**src/rtl/mem_access_pkg.sv**
```systemverilog
// mem_access_pkg: shared EX-stage op codes, bus widths, FSM state codes and
// op-classification helpers for the load/store unit.
package mem_access_pkg;

    localparam int unsigned ALU_OP_W   = 8;
    localparam int unsigned REG_ADDR_W = 5;
    localparam int unsigned DATA_W     = 32;
    localparam int unsigned ADDR_W     = 32;
    localparam int unsigned SEL_W      = 4;

    // EX-stage operation codes
    localparam logic [ALU_OP_W-1:0] EXE_NOP_OP = 8'b0000_0000;
    localparam logic [ALU_OP_W-1:0] EXE_ADD_OP = 8'b0010_0000;
    localparam logic [ALU_OP_W-1:0] EXE_SUB_OP = 8'b0010_0010;
    localparam logic [ALU_OP_W-1:0] EXE_AND_OP = 8'b0010_0100;
    localparam logic [ALU_OP_W-1:0] EXE_OR_OP  = 8'b0010_0101;
    localparam logic [ALU_OP_W-1:0] EXE_LB_OP  = 8'b1110_0000;
    localparam logic [ALU_OP_W-1:0] EXE_LH_OP  = 8'b1110_0001;
    localparam logic [ALU_OP_W-1:0] EXE_LW_OP  = 8'b1110_0011;
    localparam logic [ALU_OP_W-1:0] EXE_LBU_OP = 8'b1110_0100;
    localparam logic [ALU_OP_W-1:0] EXE_LHU_OP = 8'b1110_0101;
    localparam logic [ALU_OP_W-1:0] EXE_SB_OP  = 8'b1110_1000;
    localparam logic [ALU_OP_W-1:0] EXE_SH_OP  = 8'b1110_1001;
    localparam logic [ALU_OP_W-1:0] EXE_SW_OP  = 8'b1110_1011;

    // Access FSM state codes
    localparam logic [1:0] ST_IDLE = 2'b00;
    localparam logic [1:0] ST_BUSY = 2'b01;
    localparam logic [1:0] ST_DONE = 2'b10;

    typedef enum logic [1:0] {
        SIZE_NONE,
        SIZE_BYTE,
        SIZE_HALF,
        SIZE_WORD
    } mem_size_e;

    function automatic mem_size_e op_size(input logic [ALU_OP_W-1:0] op);
        case (op)
            EXE_LB_OP, EXE_LBU_OP, EXE_SB_OP: return SIZE_BYTE;
            EXE_LH_OP, EXE_LHU_OP, EXE_SH_OP: return SIZE_HALF;
            EXE_LW_OP, EXE_SW_OP:             return SIZE_WORD;
            default:                          return SIZE_NONE;
        endcase
    endfunction

    function automatic logic op_is_load(input logic [ALU_OP_W-1:0] op);
        case (op)
            EXE_LB_OP, EXE_LBU_OP, EXE_LH_OP, EXE_LHU_OP, EXE_LW_OP: return 1'b1;
            default:                                                 return 1'b0;
        endcase
    endfunction

    function automatic logic op_is_mem(input logic [ALU_OP_W-1:0] op);
        return op_size(op) != SIZE_NONE;
    endfunction

    // Halfword needs addr[0]=0, word needs addr[1:0]=0
    function automatic logic op_misaligned(input logic [ALU_OP_W-1:0] op,
                                           input logic [1:0]          addr_lo);
        case (op_size(op))
            SIZE_HALF: return addr_lo[0];
            SIZE_WORD: return addr_lo != 2'b00;
            default:   return 1'b0;
        endcase
    endfunction

endpackage

```
**src/rtl/mem_lane_align.sv**
```systemverilog
// mem_lane_align: big-endian byte-lane selection, store-data replication and
// load-data extraction/extension. Purely combinational.
module mem_lane_align
    import mem_access_pkg::*;
(
    input  logic [ALU_OP_W-1:0] op,
    input  logic [1:0]          addr_lo,
    input  logic [DATA_W-1:0]   store_data,
    input  logic [DATA_W-1:0]   rdata,
    output logic [SEL_W-1:0]    sel,
    output logic [DATA_W-1:0]   wdata,
    output logic [DATA_W-1:0]   load_data
);

    logic [7:0]  rd_byte;
    logic [15:0] rd_half;

    // Pick the addressed byte/halfword; lane 0 is the most significant byte
    always_comb begin
        case (addr_lo)
            2'd0:    rd_byte = rdata[31:24];
            2'd1:    rd_byte = rdata[23:16];
            2'd2:    rd_byte = rdata[15:8];
            default: rd_byte = rdata[7:0];
        endcase
        rd_half = addr_lo[1] ? rdata[15:0] : rdata[31:16];
    end

    // Lane enables and store data replicated across every lane
    always_comb begin
        sel   = '0;
        wdata = '0;
        case (op_size(op))
            SIZE_BYTE: begin
                sel   = 4'b1000 >> addr_lo;
                wdata = {4{store_data[7:0]}};
            end
            SIZE_HALF: begin
                sel   = addr_lo[1] ? 4'b0011 : 4'b1100;
                wdata = {2{store_data[15:0]}};
            end
            SIZE_WORD: begin
                sel   = '1;
                wdata = store_data;
            end
            default: ;
        endcase
    end

    // Load result with sign or zero extension
    always_comb begin
        load_data = '0;
        case (op)
            EXE_LB_OP:  load_data = {{24{rd_byte[7]}}, rd_byte};
            EXE_LBU_OP: load_data = {24'd0, rd_byte};
            EXE_LH_OP:  load_data = {{16{rd_half[15]}}, rd_half};
            EXE_LHU_OP: load_data = {16'd0, rd_half};
            EXE_LW_OP:  load_data = rdata;
            default:    load_data = '0;
        endcase
    end

endmodule

```
**src/rtl/mem_access.sv**
```systemverilog
// mem_access: MEM-stage load/store unit. Non-memory ops pass straight to
// writeback; memory ops run IDLE -> BUSY -> DONE on the bus with a timeout.
// Optional macro MEM_ALIGN_CHECK_EN adds excp_misalign_o and skips the bus
// for misaligned halfword/word accesses.
module mem_access
    import mem_access_pkg::*;
#(
    parameter int unsigned TIMEOUT_CYCLES = 255
) (
    input  logic                  clk,
    input  logic                  rst,
    input  logic [ALU_OP_W-1:0]   aluOp_i,
    input  logic [ADDR_W-1:0]     mem_addr_i,
    input  logic [DATA_W-1:0]     reg2_i,
    input  logic [REG_ADDR_W-1:0] wd_i,
    input  logic                  wreg_i,
    input  logic [DATA_W-1:0]     wdata_i,
    output logic [REG_ADDR_W-1:0] wd_o,
    output logic                  wreg_o,
    output logic [DATA_W-1:0]     wdata_o,
    output logic                  stallreq_o,
    output logic                  bus_req_o,
    output logic                  bus_we_o,
    output logic [ADDR_W-1:0]     bus_addr_o,
    output logic [SEL_W-1:0]      bus_sel_o,
    output logic [DATA_W-1:0]     bus_wdata_o,
    input  logic [DATA_W-1:0]     bus_rdata_i,
    input  logic                  bus_ack_i,
    output logic                  bus_err_o
`ifdef MEM_ALIGN_CHECK_EN
    ,
    output logic                  excp_misalign_o
`endif
);

    localparam int unsigned      CNT_W    = (TIMEOUT_CYCLES < 2) ? 1 : $clog2(TIMEOUT_CYCLES);
    localparam logic [CNT_W-1:0] CNT_LAST = CNT_W'(TIMEOUT_CYCLES - 1);

    logic [1:0]            state;
    logic [CNT_W-1:0]      cnt;
    logic [ALU_OP_W-1:0]   op_q;
    logic [ADDR_W-1:0]     addr_q;
    logic [DATA_W-1:0]     sdata_q;
    logic [REG_ADDR_W-1:0] wd_q;
    logic                  done_wreg;
    logic [DATA_W-1:0]     done_wdata;
    logic                  bus_err_q;
    logic [SEL_W-1:0]      lane_sel;
    logic [DATA_W-1:0]     lane_wdata;
    logic [DATA_W-1:0]     lane_load;

`ifdef MEM_ALIGN_CHECK_EN
    logic misalign_now;
    logic misalign_q;
    assign misalign_now    = op_misaligned(aluOp_i, mem_addr_i[1:0]);
    assign excp_misalign_o = misalign_q;
`endif

    mem_lane_align u_lane (
        .op         (op_q),
        .addr_lo    (addr_q[1:0]),
        .store_data (sdata_q),
        .rdata      (bus_rdata_i),
        .sel        (lane_sel),
        .wdata      (lane_wdata),
        .load_data  (lane_load)
    );

    assign bus_err_o = bus_err_q;

    // Access FSM, BUSY timeout counter and operand/result latches
    always_ff @(posedge clk or negedge rst) begin
        if (!rst) begin
            state      <= ST_IDLE;
            cnt        <= '0;
            op_q       <= '0;
            addr_q     <= '0;
            sdata_q    <= '0;
            wd_q       <= '0;
            done_wreg  <= 1'b0;
            done_wdata <= '0;
            bus_err_q  <= 1'b0;
`ifdef MEM_ALIGN_CHECK_EN
            misalign_q <= 1'b0;
`endif
        end else begin
            bus_err_q <= 1'b0;
`ifdef MEM_ALIGN_CHECK_EN
            misalign_q <= 1'b0;
`endif
            case (state)
                ST_IDLE: begin
                    if (op_is_mem(aluOp_i)) begin
                        op_q       <= aluOp_i;
                        addr_q     <= mem_addr_i;
                        sdata_q    <= reg2_i;
                        wd_q       <= wd_i;
                        cnt        <= '0;
                        done_wreg  <= 1'b0;
                        done_wdata <= '0;
`ifdef MEM_ALIGN_CHECK_EN
                        state      <= misalign_now ? ST_DONE : ST_BUSY;
                        misalign_q <= misalign_now;
`else
                        state      <= ST_BUSY;
`endif
                    end
                end
                ST_BUSY: begin
                    if (bus_ack_i) begin
                        state      <= ST_DONE;
                        done_wreg  <= op_is_load(op_q);
                        done_wdata <= op_is_load(op_q) ? lane_load : '0;
                    end else if (cnt == CNT_LAST) begin
                        state     <= ST_DONE;
                        bus_err_q <= 1'b1;
                    end else begin
                        cnt <= cnt + 1'b1;
                    end
                end
                ST_DONE: state <= ST_IDLE;
                default: state <= ST_IDLE;
            endcase
        end
    end

    // Writeback, stall and bus outputs; everything forced low while in reset
    always_comb begin
        wd_o        = '0;
        wreg_o      = 1'b0;
        wdata_o     = '0;
        stallreq_o  = 1'b0;
        bus_req_o   = 1'b0;
        bus_we_o    = 1'b0;
        bus_addr_o  = '0;
        bus_sel_o   = '0;
        bus_wdata_o = '0;
        if (rst) begin
            case (state)
                ST_IDLE: begin
                    if (op_is_mem(aluOp_i)) begin
                        stallreq_o = 1'b1;
                    end else begin
                        wd_o    = wd_i;
                        wreg_o  = wreg_i;
                        wdata_o = wdata_i;
                    end
                end
                ST_BUSY: begin
                    stallreq_o  = 1'b1;
                    bus_req_o   = 1'b1;
                    bus_we_o    = !op_is_load(op_q);
                    bus_addr_o  = {addr_q[ADDR_W-1:2], 2'b00};
                    bus_sel_o   = lane_sel;
                    bus_wdata_o = lane_wdata;
                end
                ST_DONE: begin
                    wd_o    = wd_q;
                    wreg_o  = done_wreg;
                    wdata_o = done_wdata;
                end
                default: ;
            endcase
        end
    end

endmodule

```
**config.mk**
```make
export PLATFORM = sky130hd
export DESIGN_NAME = mem_access
export DESIGN_NICKNAME = d
export VERILOG_FILES = /design/src/rtl/mem_access_pkg.sv /design/src/rtl/mem_lane_align.sv /design/src/rtl/mem_access.sv
export SDC_FILE = /design/constraint.sdc
export NUM_CORES = 1
export LEC_CHECK = 0
export ABC_AREA = 1
export CAP_MARGIN = 20
export CORE_MARGIN = 8
export CORE_UTILIZATION = 40
export DETAILED_ROUTE_END_ITERATION = 10
export PLACE_DENSITY_LB_ADDON = 0.25
export SLEW_MARGIN = 40
export SYNTH_ARGS = -nofsm -noshare
export SYNTH_HDL_FRONTEND = slang
export SYNTH_SLANG_ARGS = --single-unit
```
**constraint.sdc**
```tcl
create_clock -name clk -period 3.2 [get_ports clk]
set_input_delay 0.32 -clock clk [delete_from_list [all_inputs] [get_ports clk]]
set_output_delay 0.32 -clock clk [all_outputs]
set_load 0.01 [all_outputs]
```
==> impl_metrics.prom, run 1 <==
# TYPE chip_impl_metric gauge
chip_impl_metric{name="post_cts.repair.setup_buffers",unit=""} 0
chip_impl_metric{name="flow.area_growth_from_synthesis",unit="%"} 45.4
chip_impl_metric{name="cts-htree-levels",unit=""} 4
chip_impl_metric{name="synth_warnings",unit=""} 0
chip_impl_metric{name="grt_antenna_before_repair",unit=""} 0
chip_impl_metric{name="min_period",unit="ns"} 2.94
chip_impl_metric{name="pin_count",unit=""} 255
chip_impl_metric{name="antenna_violating_nets_post_route",unit=""} 0
chip_impl_metric{name="vias",unit=""} 7456
chip_impl_metric{name="finalCritPeriodShare",unit=""} 0.920
chip_impl_info{name="outcome",value="complete, no violations"} 1
chip_impl_metric{name="worst-slew-pin-transition",unit="ns"} 0.755
chip_impl_metric{name="globalRouteTotalUtil",unit=""} 0.213
chip_impl_metric{name="count_of_flip_flops_with_a_built_in_enable_after_synthesis",unit=""} 0
chip_impl_metric{name="worst_slew_margin_rel",unit=""} 0.497
chip_impl_metric{name="die_x",unit="um"} 150
chip_impl_info{name="critical_path.endpoint_type",value="primary output"} 1
chip_impl_info{name="rsz0062_at_grt",value="false"} 1
chip_impl_metric{name="max_clock_freq",unit="MHz"} 340
chip_impl_metric{name="vdd_ir_drop_max",unit="mV"} 0.367
chip_impl_metric{name="multi_input_area",unit="mm2"} 0.00342
chip_impl_metric{name="ys_async_sr_fraction",unit=""} 1.00
chip_impl_metric{name="met2_wirelength",unit="mm"} 11.1
chip_impl_info{name="synth-main-ff-cell",value="dfrtp_1"} 1
chip_impl_metric{name="fillers",unit=""} 1652
chip_impl_metric{name="wl_met1",unit="mm"} 10.0
chip_impl_info{name="root_buffer_master",value="clkbuf_16"} 1
chip_impl_metric{name="cts.sinks",unit=""} 121
chip_impl_metric{name="preCtsSetupSlack",unit="ns"} 0.530
chip_impl_metric{name="power_density",unit="mW/mm2"} 506
chip_impl_metric{name="cts.clk_slew.worst_paths",unit="ns"} 0.05
chip_impl_info{name="synthDominantAreaCellType",value="dfrtp_1"} 1
chip_impl_metric{name="syn_avg_cell_area",unit="um2"} 7.06
chip_impl_metric{name="numCtsBuffers",unit=""} 17
chip_impl_info{name="top_cells_by_area_in_the_synthesized_netlist",value="dfrtp_1 (42%), nand2_1 (16%), nand3_1 (9.6%)"} 1
chip_impl_metric{name="total_of_endpoints_with_negative_setup_slack_in_the_final_report",unit=""} 0
chip_impl_metric{name="timing.setup.tns",unit="ns"} 0
chip_impl_metric{name="vias_in_the_first_global_route",unit=""} 7280
chip_impl_metric{name="portbufs",unit=""} 252
chip_impl_metric{name="synth.ff_latch_count",unit=""} 121
chip_impl_info{name="cp-start-kind",value="flip-flop"} 1
chip_impl_metric{name="cp_data_arrival_time",unit="ns"} 2.62
chip_impl_metric{name="routed_via_count_divided_by_cell_count",unit=""} 5.04
chip_impl_info{name="tritoncts_clock_tree",value="yes"} 1
chip_impl_metric{name="syn-cell-area",unit="mm2"} 0.00714
chip_impl_metric{name="floorplan.initialDensity",unit=""} 0.403
chip_impl_metric{name="static_leakage",unit="nW"} 4.79
chip_impl_info{name="hold_path_class",value="in2async"} 1
chip_impl_metric{name="required",unit="ns"} 2.88
chip_impl_metric{name="global_route_wire_length_before_repair",unit="mm"} 37.8
chip_impl_info{name="crit_type",value="reg2out"} 1
chip_impl_metric{name="drt_first_pass_iters",unit=""} 5
chip_impl_metric{name="wl_per_cell",unit="um"} 16.3
chip_impl_metric{name="grt_start_max_net_pins",unit=""} 85
chip_impl_metric{name="hold_viol",unit=""} 0
chip_impl_metric{name="timing.final.max_slew_violations",unit=""} 0
chip_impl_metric{name="core_area",unit="mm2"} 0.0177
chip_impl_info{name="uppermost_routed_layer",value="met4"} 1
chip_impl_metric{name="post-route-util",unit=""} 0.586
chip_impl_metric{name="max-clock-path-buffers",unit=""} 2
chip_impl_metric{name="drt_drc_violations_left",unit=""} 0
chip_impl_metric{name="clkLatencyLatePin",unit="ns"} 0.41
chip_impl_metric{name="finalWeightedCongestion",unit=""} 0.920
chip_impl_metric{name="synth_sequential_area_ratio",unit=""} 0.424
chip_impl_metric{name="design.die.area",unit="mm2"} 0.0224
chip_impl_metric{name="std_cell_rows",unit=""} 49
chip_impl_metric{name="global_route.overflow_total",unit=""} 0
chip_impl_metric{name="routed_wl",unit="mm"} 24.1
chip_impl_metric{name="sequential_cell_area",unit="mm2"} 0.00303
chip_impl_metric{name="worstPathMaxFanout",unit=""} 12
chip_impl_metric{name="layout-drive-gt1-share",unit=""} 0.0793
chip_impl_metric{name="fin_hold_ws",unit="ns"} 0.0108
chip_impl_metric{name="cap_violations",unit=""} 0
chip_impl_metric{name="chipHeight",unit="um"} 150
chip_impl_metric{name="clock-skew-final",unit="ns"} 0.0105
chip_impl_metric{name="syn-instance-count",unit=""} 1011
chip_impl_metric{name="total_half_perimeter_wirelength_after_legalization_and_detailed_placement",unit="mm"} 17.8
chip_impl_metric{name="finalWorstSetupSlack",unit="ns"} 0.257
chip_impl_metric{name="wl_met3",unit="mm"} 2.35
chip_impl_metric{name="yosys.cell_types.count",unit=""} 40
chip_impl_metric{name="post-synth-top-area-fraction",unit=""} 0.424
chip_impl_metric{name="drt_initial_violations",unit=""} 396
chip_impl_metric{name="layout.nets",unit=""} 1382
worst max-delay path: stages, from the launching register on:
cell and delay, ns:
dfrtp_1 0.37, inv_2 0.06, nand2_1 0.05, nor2_2 0.07, buf_4 0.19, nand3_2 0.30, inv_2 0.29, nand2_1 0.12
o21ai_1 0.09, nand2_1 0.06, inv_1 0.06, clkdlybuf4s50_1 0.55
power breakdown:
part,internal [mW],total (mW),switching [mW]
logic,0.543,1.27,0.727
clock network,1.34,2.01,0.667
registers,1.80,1.98,0.179
timing repair:
item	CTS	global route
setup endpoints to repair	0	20
resized for setup	0	1
hold buffers	0	0
hold endpoints to repair	0	0
layer usage:
layer,vias to the layer above,track usage
met3,41,0.0699
met5,-,0
met1,3404,0.261
met4,0,0.0823
li1,3714,-
met2,297,0.340
path summary, 6_finish.rpt:
| check | startpoint | slack (ns) | end | depth (start not counted) |
|---|---|---|---|---|
| max reg2reg | state[0] | 0.87 | done_wdata[30] | 6 |
| min | rst | 0.01 | sdata_q[22] | 2 |
| min in group clk | reg2_i[16] | 0.44 | sdata_q[16] | 3 |
| max in group asynchronous | rst | 2.21 | done_wdata[9] | 3 |
| max | op_q[4] | 0.26 | bus_wdata_o[15] | 11 |
| min reg2reg | sdata_q[23] | 0.48 | sdata_q[23] | 2 |
final cells by class:
cell class | instances | share of cell area
clock buffers | 24 | 0.0454
diodes | 1 | 0.000241
inverters | 92 | 0.0335
repair buffers | 269 | 0.258
clock inverters | 8 | 0.0137
flip-flops and latches | 121 | 0.292
multi-input cells | 734 | 0.330
well taps | 229 | 0.0276
layout by cell type (no fill, tap or decap), types with 6 or more instances in the layout:
cell,Yosys,routed
o211ai_1,6,6
nand2_1,308,308
buf_4,11,14
clkdlybuf4s50_1,0,251
o22ai_1,15,15
o21ai_1,12,12
inv_1,83,82
clkbuf_16,0,17
dfrtp_1,121,121
nand4_1,14,14
nor2_1,66,64
a21oi_1,51,51
o21ai_0,66,66
nand3_1,137,137
inv_2,7,7
nor2_2,14,16
or2_2,10,10
logic make-up (layout without fill, tap and decap cells):
| kind of cell | after synthesis | in the layout | share of synthesized area |
|---|---|---|---|
| adders and majority gates | 2 | 2 | 0.00350 |
| and+or+nand+nor | 569 | 569 | 0.349 |
| buffers and inverters | 157 | 393 | 0.0985 |
| xor gates and xnor gates | 5 | 5 | 0.00613 |
| DFF | 121 | 121 | 0.424 |
| other | 1 | 3 | 0.000525 |
| AOI/OAI and AO/OA | 156 | 156 | 0.118 |
per-stage QoR:
stage,power (mW),instances,area [um2]
after detailed placement,3.27,1445,9750
after CTS,5.29,1477,10400
after floorplan,2.74,1012,7140
after global routing,5.54,1477,10400
after global placement,3.24,1445,9750
final,5.26,1478,10400
flip-flops by register name, summed over array words and instances (netlist names):
signal,count
op_q,8
state,2
done_wdata,32
cnt,8
sdata_q,32
bus_err_o,1
addr_q,32
wd_q,5
done_wreg,1
synth_stat cells, drive strengths merged, types with 2 or more instances:
master,count
o22ai,15
inv,90
dfrtp,121
o21ai,79
nand3,139
clkbuf,19
buf,46
nand4,16
nand2,315
or2,11
ha,2
nor3,5
o211ai,6
nor2,82
clkinv,2
a21oi,54
xor2,3
xnor2,2
Note: power is estimated with default switching activity, not from simulation.
==> inputs of run 2 (changes only) <==
--- a/config.mk
+++ b/config.mk
@@ -11,6 +11,7 @@
 export CORE_UTILIZATION = 40
 export DETAILED_ROUTE_END_ITERATION = 10
 export PLACE_DENSITY_LB_ADDON = 0.25
+export SKIP_CTS_REPAIR_TIMING = 1
 export SLEW_MARGIN = 40
 export SYNTH_ARGS = -nofsm -noshare
 export SYNTH_HDL_FRONTEND = slang
==> results of run 2 <==
Final layout, timing and power as in run 1 (identical DEF).
